## config.mk

```make
export PLATFORM = sky130hd
export DESIGN_NAME = dmem_load_unit
export DESIGN_NICKNAME = d
export VERILOG_FILES = /design/src/rtl/dmem_load_unit.sv
export SDC_FILE = /design/constraint.sdc
export NUM_CORES = 1
export LEC_CHECK = 0
export CAP_MARGIN = 20
export CORE_ASPECT_RATIO = 0.8
export CORE_MARGIN = 5
export CORE_UTILIZATION = 48
export DETAILED_ROUTE_END_ITERATION = 7
export PLACE_DENSITY = 0.89
export SKIP_CTS_REPAIR_TIMING = 1
export SLEW_MARGIN = 20
export SYNTH_ARGS = -nofsm -noshare
export SYNTH_HDL_FRONTEND = slang
export SYNTH_SLANG_ARGS = --single-unit
```

## constraint.sdc

```tcl
create_clock -name clk -period 3 [get_ports clk]
set_clock_uncertainty 0.2 [all_clocks]
set_input_delay 0.9 -clock clk [delete_from_list [all_inputs] [get_ports clk]]
set_output_delay 0.9 -clock clk [all_outputs]
set_load 0.1 [all_outputs]
```

## src/rtl/dmem_load_unit.sv

```systemverilog
// dmem_load_unit: read-side load path for the data memory.
// Accepts one load at a time, fetches one word (or two for loads that
// straddle a word boundary), then returns the extended byte/half/word result
// with a one-cycle valid pulse. busy stalls the pipeline while a load is in flight.
module dmem_load_unit #(
    parameter int BYTE_AW = 11,
    parameter int WORD_AW = 9
) (
    input  logic               clk,
    input  logic               rst,
    input  logic               load_req,
    input  logic [BYTE_AW-1:0] load_addr,
    input  logic [2:0]         load_sel,
    output logic               req_ready,
    output logic               busy,
    output logic [WORD_AW-1:0] mem_RA,
    input  logic [31:0]        mem_RD_word,
    output logic [31:0]        load_data,
    output logic               load_valid,
    output logic               load_err
);

    typedef enum logic [1:0] {
        IDLE    = 2'd0,
        READ_LO = 2'd1,
        READ_HI = 2'd2,
        DONE    = 2'd3
    } state_t;

    state_t             state_q, state_d;
    logic [2:0]         sel_q, sel_d;
    logic [1:0]         off_q, off_d;
    logic [WORD_AW-1:0] mem_ra_q, mem_ra_d;
    logic [31:0]        lo_q, lo_d;
    logic [31:0]        load_data_q, load_data_d;

    logic split;
    logic illegal;

    // Shift the {hi,lo} pair down by the byte offset and extend the field.
    function automatic logic [31:0] extract(input logic [2:0]  sel,
                                            input logic [1:0]  off,
                                            input logic [63:0] pair);
        logic [31:0] f;
        f = 32'(pair >> {off, 3'b000});
        case (sel)
            3'b000:  extract = {{24{f[7]}}, f[7:0]};
            3'b100:  extract = {24'h0, f[7:0]};
            3'b001:  extract = {{16{f[15]}}, f[15:0]};
            3'b101:  extract = {16'h0, f[15:0]};
            3'b010:  extract = f;
            default: extract = '0;
        endcase
    endfunction

    // Decode the latched selector: split detection and illegal-encoding flag.
    always_comb begin
        split   = ((sel_q[1:0] == 2'b01) && (off_q == 2'd3)) ||
                  ((sel_q == 3'b010) && (off_q != 2'd0));
        illegal = (sel_q == 3'b011) || (sel_q == 3'b110) || (sel_q == 3'b111);
    end

    // Next-state and datapath updates. load_data is registered on the edge
    // that enters DONE (straight from mem_RD_word for the final word), so the
    // new value is already presented during the DONE cycle alongside load_valid
    // instead of trailing it by one cycle.
    always_comb begin
        state_d     = state_q;
        sel_d       = sel_q;
        off_d       = off_q;
        mem_ra_d    = mem_ra_q;
        lo_d        = lo_q;
        load_data_d = load_data_q;
        case (state_q)
            IDLE: begin
                if (load_req) begin
                    sel_d    = load_sel;
                    off_d    = load_addr[1:0];
                    mem_ra_d = WORD_AW'(load_addr[BYTE_AW-1:2]);
                    state_d  = READ_LO;
                end
            end
            READ_LO: begin
                lo_d = mem_RD_word;
                if (split) begin
                    mem_ra_d = mem_ra_q + WORD_AW'(1);
                    state_d  = READ_HI;
                end else begin
                    load_data_d = extract(sel_q, off_q, {32'h0, mem_RD_word});
                    state_d     = DONE;
                end
            end
            READ_HI: begin
                load_data_d = extract(sel_q, off_q, {mem_RD_word, lo_q});
                state_d     = DONE;
            end
            DONE: begin
                state_d = IDLE;
            end
            default: state_d = IDLE;
        endcase
    end

    // State and capture registers with asynchronous reset.
    always_ff @(posedge clk or posedge rst) begin
        if (rst) begin
            state_q     <= IDLE;
            sel_q       <= '0;
            off_q       <= '0;
            mem_ra_q    <= '0;
            lo_q        <= '0;
            load_data_q <= '0;
        end else begin
            state_q     <= state_d;
            sel_q       <= sel_d;
            off_q       <= off_d;
            mem_ra_q    <= mem_ra_d;
            lo_q        <= lo_d;
            load_data_q <= load_data_d;
        end
    end

    // Status and result outputs.
    always_comb begin
        req_ready  = (state_q == IDLE);
        busy       = (state_q != IDLE);
        mem_RA     = mem_ra_q;
        load_data  = load_data_q;
        load_valid = (state_q == DONE);
        load_err   = (state_q == DONE) && illegal;
    end

endmodule

```

==> results.md <==
* Area taken by flip-flops and latches at approximately 0.0020 mm^2
* Clock tree root buffer cell: clkbuf_16
* Largest stage delay on the critical path at 0.54 ns
* Die extent in x at 125.7 um
* Met1 wire length at just over 6000 um
* Max Freq at 370.6 MHz
* Number of enable flip-flop cells after synthesis at 0
* Final RePlAce weighted congestion at between 0.9 and 1
* Adder and majority gate portion of the synthesized area at 1.218%
* Share of the cycle needed by the critical path after routing at 89.96%
* Top layer used by detailed routing: met4
* Tightest Pin Transition at ~0.63 ns
* Max capacitance violation total at 0
* Final count of negative-setup-slack endpoints at 0
* Compound-Gate Fraction of Synth Area at 17.22%
* Via Count at ~4400
* Syn Inst Count at between 500 and 600
* Length of routed met2 wiring at 6584 um
* Multiplexer share of the synthesized area at about a quarter
* Routed WL at roughly 14000 um
* First-pass DRT Iterations at 5
* Flip-flop cell with the highest count after synthesis: dfrtp_1
* Shortest clock period the worst path allows after layout at around 2.7 ns
* End-of-flow core utilization at just over 60%
* Starting density of the core at 49.57%
* Antenna cells at 0
* Placed inst area at 0.006168 mm^2
* Clock tree buffer depth at 2
* Most used cells in the layout excluding fill and tap cells: dfrtp_1 (78), mux2i_1 (65), buf_4 (63)
* Initial antenna violation count at 0
* WL met3 at 1302 um
* Required time at the worst-slack endpoint at between 3 and 4 ns
* Initial drt markers at ~310
* Basic-gate share of the synthesized area counting and, or, nand and nor cells at around an eighth
* Per-cell routed wire length at 19.28 um
* Slew headroom at 57.71%
* Net count, final at 647
* Count of standard-cell rows at 33
* Slew Limit Fails at 0
* Standard cell with the maximum stage delay on the critical path: mux4_2
* Total of warnings raised by yosys at 0
* Data arrival time of the critical path at 2.76 ns
* Remaining routing DRC violations at 0
* Final-report hold violation count at 0
* Sequential fraction of the synthesis area at 38.97%
* Mean instance size in the synthesized netlist at 10.13 um^2
* Path type of the worst setup path: in2reg
* TritonCTS clock tree: yes
* Fillers at 819
* Total gr overflow at 0
* Net Count, Synth at 561
* RSZ-0062 raised after global routing: no
* Design area at 0.006456 mm^2
* Main area contributors after synthesis: dfrtp_1 (39%), mux2i_1 (13%), mux2_2 (9.9%), nand2_1 (4.0%), o21ai_0 (3.5%)
* Number of primary I/O pins at between 90 and 100
* Result of the run: complete, no violations
* Register clock-pin slew on the reported worst setup and hold paths at 0.06 ns
* Post-synthesis cell type count at 54
* Most common cell after layout, fill and taps aside: dfrtp_1
* H-tree depth reported by CTS at 3
* Worst min path class: reg2reg
* Combinational family with the most area after synthesis: multiplexers
* Critical path startpoint category: input port
* Sum Neg Setup Slack at 0 ns
* Post-Synth XOR/XNOR Area at 0.1705%
* Yosys reg bits at 80
* Combined area of the multi-input logic cells at about 0.0029 mm^2
* Number of buffer cells added on primary ports at between 90 and 100
* Library cell with the largest summed area after synthesis: dfrtp_1
* Global-route wire length before repair at 22950 um
* Count of non-filler cells in the finished layout at 737
* Clock sink count at 80
* Height of the die at ~100 um
* Final ANT Viol Nets at 0
* Critical-path maximum fanout at 7
* Core Region at 0.01036 mm^2
* Area delta synth->final at 25.67%
* Fraction of registers with async set/reset at 100.0%
* Portion of synthesized cell area occupied by the leading cell type at around 39%
* Endpoint class of the critical path: flip-flop
* Maximum number of pins on one net before global-route repair at 50
* Number of CTS-inserted buffers at 9
* Area of the mapped netlist at 0.005137 mm^2
* Crit path cell chain: clkdlybuf4s50_1, mux2i_1, mux4_2, nor4_4, buf_4, a31oi_1, o21ai_1
* Number of global-route vias before repair at 4375
* Count of placed standard cells including taps at between 700 and 800
* Fraction of final layout cells with drive strength greater than 1 at between 20% and 30%
* Die Footprint at 0.01289 mm^2
* Hpwl dp at 10590 um
* Clock latency of the later-clocked register in the worst-skew pair at 0.34 ns
* Avg Vias per Cell at 6.020
* Total routing usage reported by global routing at 22.19%
cells by family (layout without fill, tap and decap cells):
family	Yosys count	after routing
AO/OA/AOI/OAI	134	134
AND/OR/NAND/NOR	122	122
multiplexers	118	118
flip-flops	80	80
buffers and inverters	47	137
adder cells (fa/ha/maj)	5	5
XOR/XNOR	1	1
area by class of cell:
cell class	instances	area share, %
multi-input combinational	380	45.06
sequential	80	31.05
timing repair buffer	116	16.32
clock buffer	11	3.760
tap	140	2.713
clock inverter	4	0.6977
inverter	6	0.4070
worst max-delay path: cells and delay by family:
kind,cells,cell delay [ns]
compound gates,2,0.21
buf+inv,2,0.74
mux,2,0.66
simple gates,1,0.24
cell usage after synthesis, drive strengths merged (8+ instances only):
master / n
nand2b: 14
nor2: 24
o311ai: 15
dfrtp: 80
a31oi: 11
mux4: 8
mux2: 45
a21oi: 35
buf: 26
nand2: 55
o211ai: 8
clkbuf: 15
mux2i: 65
o221a: 8
o21ai: 42
final timing paths:
path                                startpoint            end  slack (ns)  depth (start not counted)
worst max register to register        sel_q[1]  load_data[27]        0.43                          5
min in group asynchronous                  rst       lo_q[25]        0.78                          2
worst min register to register    load_data[6]   load_data[6]        0.28                          2
max in group asynchronous                  rst  load_data[12]        1.18                          3
worst min-delay path              load_data[6]   load_data[6]        0.28                          2
worst max-delay path            mem_RD_word[7]  load_data[10]        0.30                          7
registers in the layout (all words and copies together), names as in the netlist:
| signal | flops |
|---|---|
| sel_q | 3 |
| load_data | 32 |
| off_q | 2 |
| mem_RA | 9 |
| lo_q | 32 |
| state_q | 2 |
per-layer routing:
metal,GRT usage (%),up-vias
li1,-,2055
met3,7.561,24
met1,29.06,2184
met2,34.80,174
met5,0,-
met4,7.833,0
metrics by stage:
stage	setup slack [ns]	hold slack, ns
after floorplan	-0.2522	0.2752
after global placement	0.04424	0.2709
after detailed placement	-0.01275	0.2742
after CTS	0.3161	0.2890
after global routing	0.2283	0.3076
final	0.3013	0.2787
Power is left out: the tool's default activity adds up to more than one toggle a clock period on the data nets, which glitch-free logic cannot reach.
==> patch (config.mk and constraints unchanged) <==
Encoding of `state_t`: now one-hot (4 bits for 4 states).
--- a/src/rtl/dmem_load_unit.sv
+++ b/src/rtl/dmem_load_unit.sv
@@ -21,9 +21,9 @@
 );
 
-    typedef enum logic [1:0] {
-        IDLE    = 2'd0,
-        READ_LO = 2'd1,
-        READ_HI = 2'd2,
-        DONE    = 2'd3
+    typedef enum logic [3:0] {
+        IDLE    = 4'b0001,
+        READ_LO = 4'b0010,
+        READ_HI = 4'b0100,
+        DONE    = 4'b1000
     } state_t;
 
Function: no difference found for any inputs over 10 cycles, from zero or initial values and one cycle with rst high; not proved beyond that.
==> patch against the original RTL <==
Sequential cell count rose by 2; utilization increased by 0.32 points; setup slack got worse by 0.18 ns; worst hold slack got worse by 0.00097 ns; cell count increased by 10%; global-route usage is 3.1 points higher; cell area fell by 0.29%; synthesized area shrank 1.1%; critical path depth is 1 lower; wire length is 16% higher; critical endpoint is now load_data[24].
Power is not shown: default switching activity piles up to over one toggle a cycle in this logic, so the estimate is an artifact.
==> patch: results <==
export IMPL_dr_pass1_iters=6
export IMPL_yosys_warnings=0
export IMPL_grt_max_degree=42
export IMPL_grt_pass1_wl_mm=25.9
export IMPL_grtUsageTotal_pct=25.3
export IMPL_remaining_drc_errors=0
export IMPL_cp_max_fo=16
export IMPL_max_freq_mhz=348
export IMPL_r2r_slack_ns=0.22
export IMPL_cts_buffers=9
export IMPL_preCtsSetupSlack_ns=-0.116
export IMPL_synth_common_cells="166 x nand2_1, 81 x dfrtp_1, 55 x mux2i_1"
export IMPL_wl_met2_mm=7.00
export IMPL_crit_end="load_data[24]"
export IMPL_worstMarginPinSlew_ns=1.11
export IMPL_dp_hpwl_mm=11.2
export IMPL_place_inst=796
export IMPL_outcome="completed"
export IMPL_cts_path_max_buffers=2
export IMPL_first_iter_violations=783
export IMPL_ys_top_cells_by_area="dfrtp_1 40%, nand2_1 12%, mux2i_1 11%"
export IMPL_r2r_end="load_data[23]"
export IMPL_viasPerCell=6.37
export IMPL_finalWirelength_mm=16.5
export IMPL_hold_depth=2
export IMPL_slowest_delay_ns=0.46
export IMPL_hold_start="lo_q[15]"
export IMPL_nets=717
export IMPL_min_to="lo_q[15]"
export IMPL_cp_data_arrival_time_ns=2.89
export IMPL_antenna_found_initial=0
export IMPL_drive_above_1_share_pct=17.6
export IMPL_top_layer_used="met4"
export IMPL_yosysSeqAreaShare_pct=40.4
export IMPL_met3_length_mm=2.26
export IMPL_grt_pass1_vias=4951
export IMPL_r2r_cells=6
export IMPL_path_clk_slew_ns=0.06
export IMPL_syn_avg_cell_area_sq_um=8.61
export IMPL_diodes=0
export IMPL_fin_cells=812
export IMPL_use_met3_pct=8.93
export IMPL_place_gp_congestion=0.947
export IMPL_h_tree_depth=3
export IMPL_syn_num_nets=640
export IMPL_grt_util_met1_pct=34.3
export IMPL_cpMaxStageDelayCell="clkdlybuf4s50_1"
export IMPL_drt_met1_wl_mm=6.57
export IMPL_use_met2_pct=37.5
export IMPL_rr_startpoint="sel_q[0]"
export IMPL_async_flop_share_pct=100
export IMPL_path_delay_family="compound AO/OA/AOI/OAI gates"
-- patch: area by class of cell --
class                   instances  area, sq um
clock buffers                  10          229
clock inverters                 6         67.6
fillers                       786         3840
inverters                       5         22.5
multi-input cells             453         2820
flip-flops and latches         82         2060
well taps                     140          175
repair buffers                116         1070
-- patch: per-stage QoR --
stage          setup TNS, ns  cell area [sq um]  hold WS (ns)  utilization (%)
2_1_floorplan         -0.997               5120         0.242                -
3_3_place_gp          -0.856               6140         0.257             59.7
3_5_place_dp           -1.53               6140         0.263             59.7
4_1_cts                    0               6440         0.280             62.6
5_1_grt                    0               6440         0.309             62.6
6_report                   0               6440         0.278             62.6
-- patch: kinds of logic (layout without fill, tap and decap cells) --
kind of cell,Yosys count,in the layout,share of synthesized area (%)
simple gates,243,243,20.5
xor+xnor,1,1,0.172
flops,82,82,40.4
buf+inv,55,137,5.07
fa+ha+maj,1,1,0.246
mux,72,72,14.6
compound gates,136,136,19.0
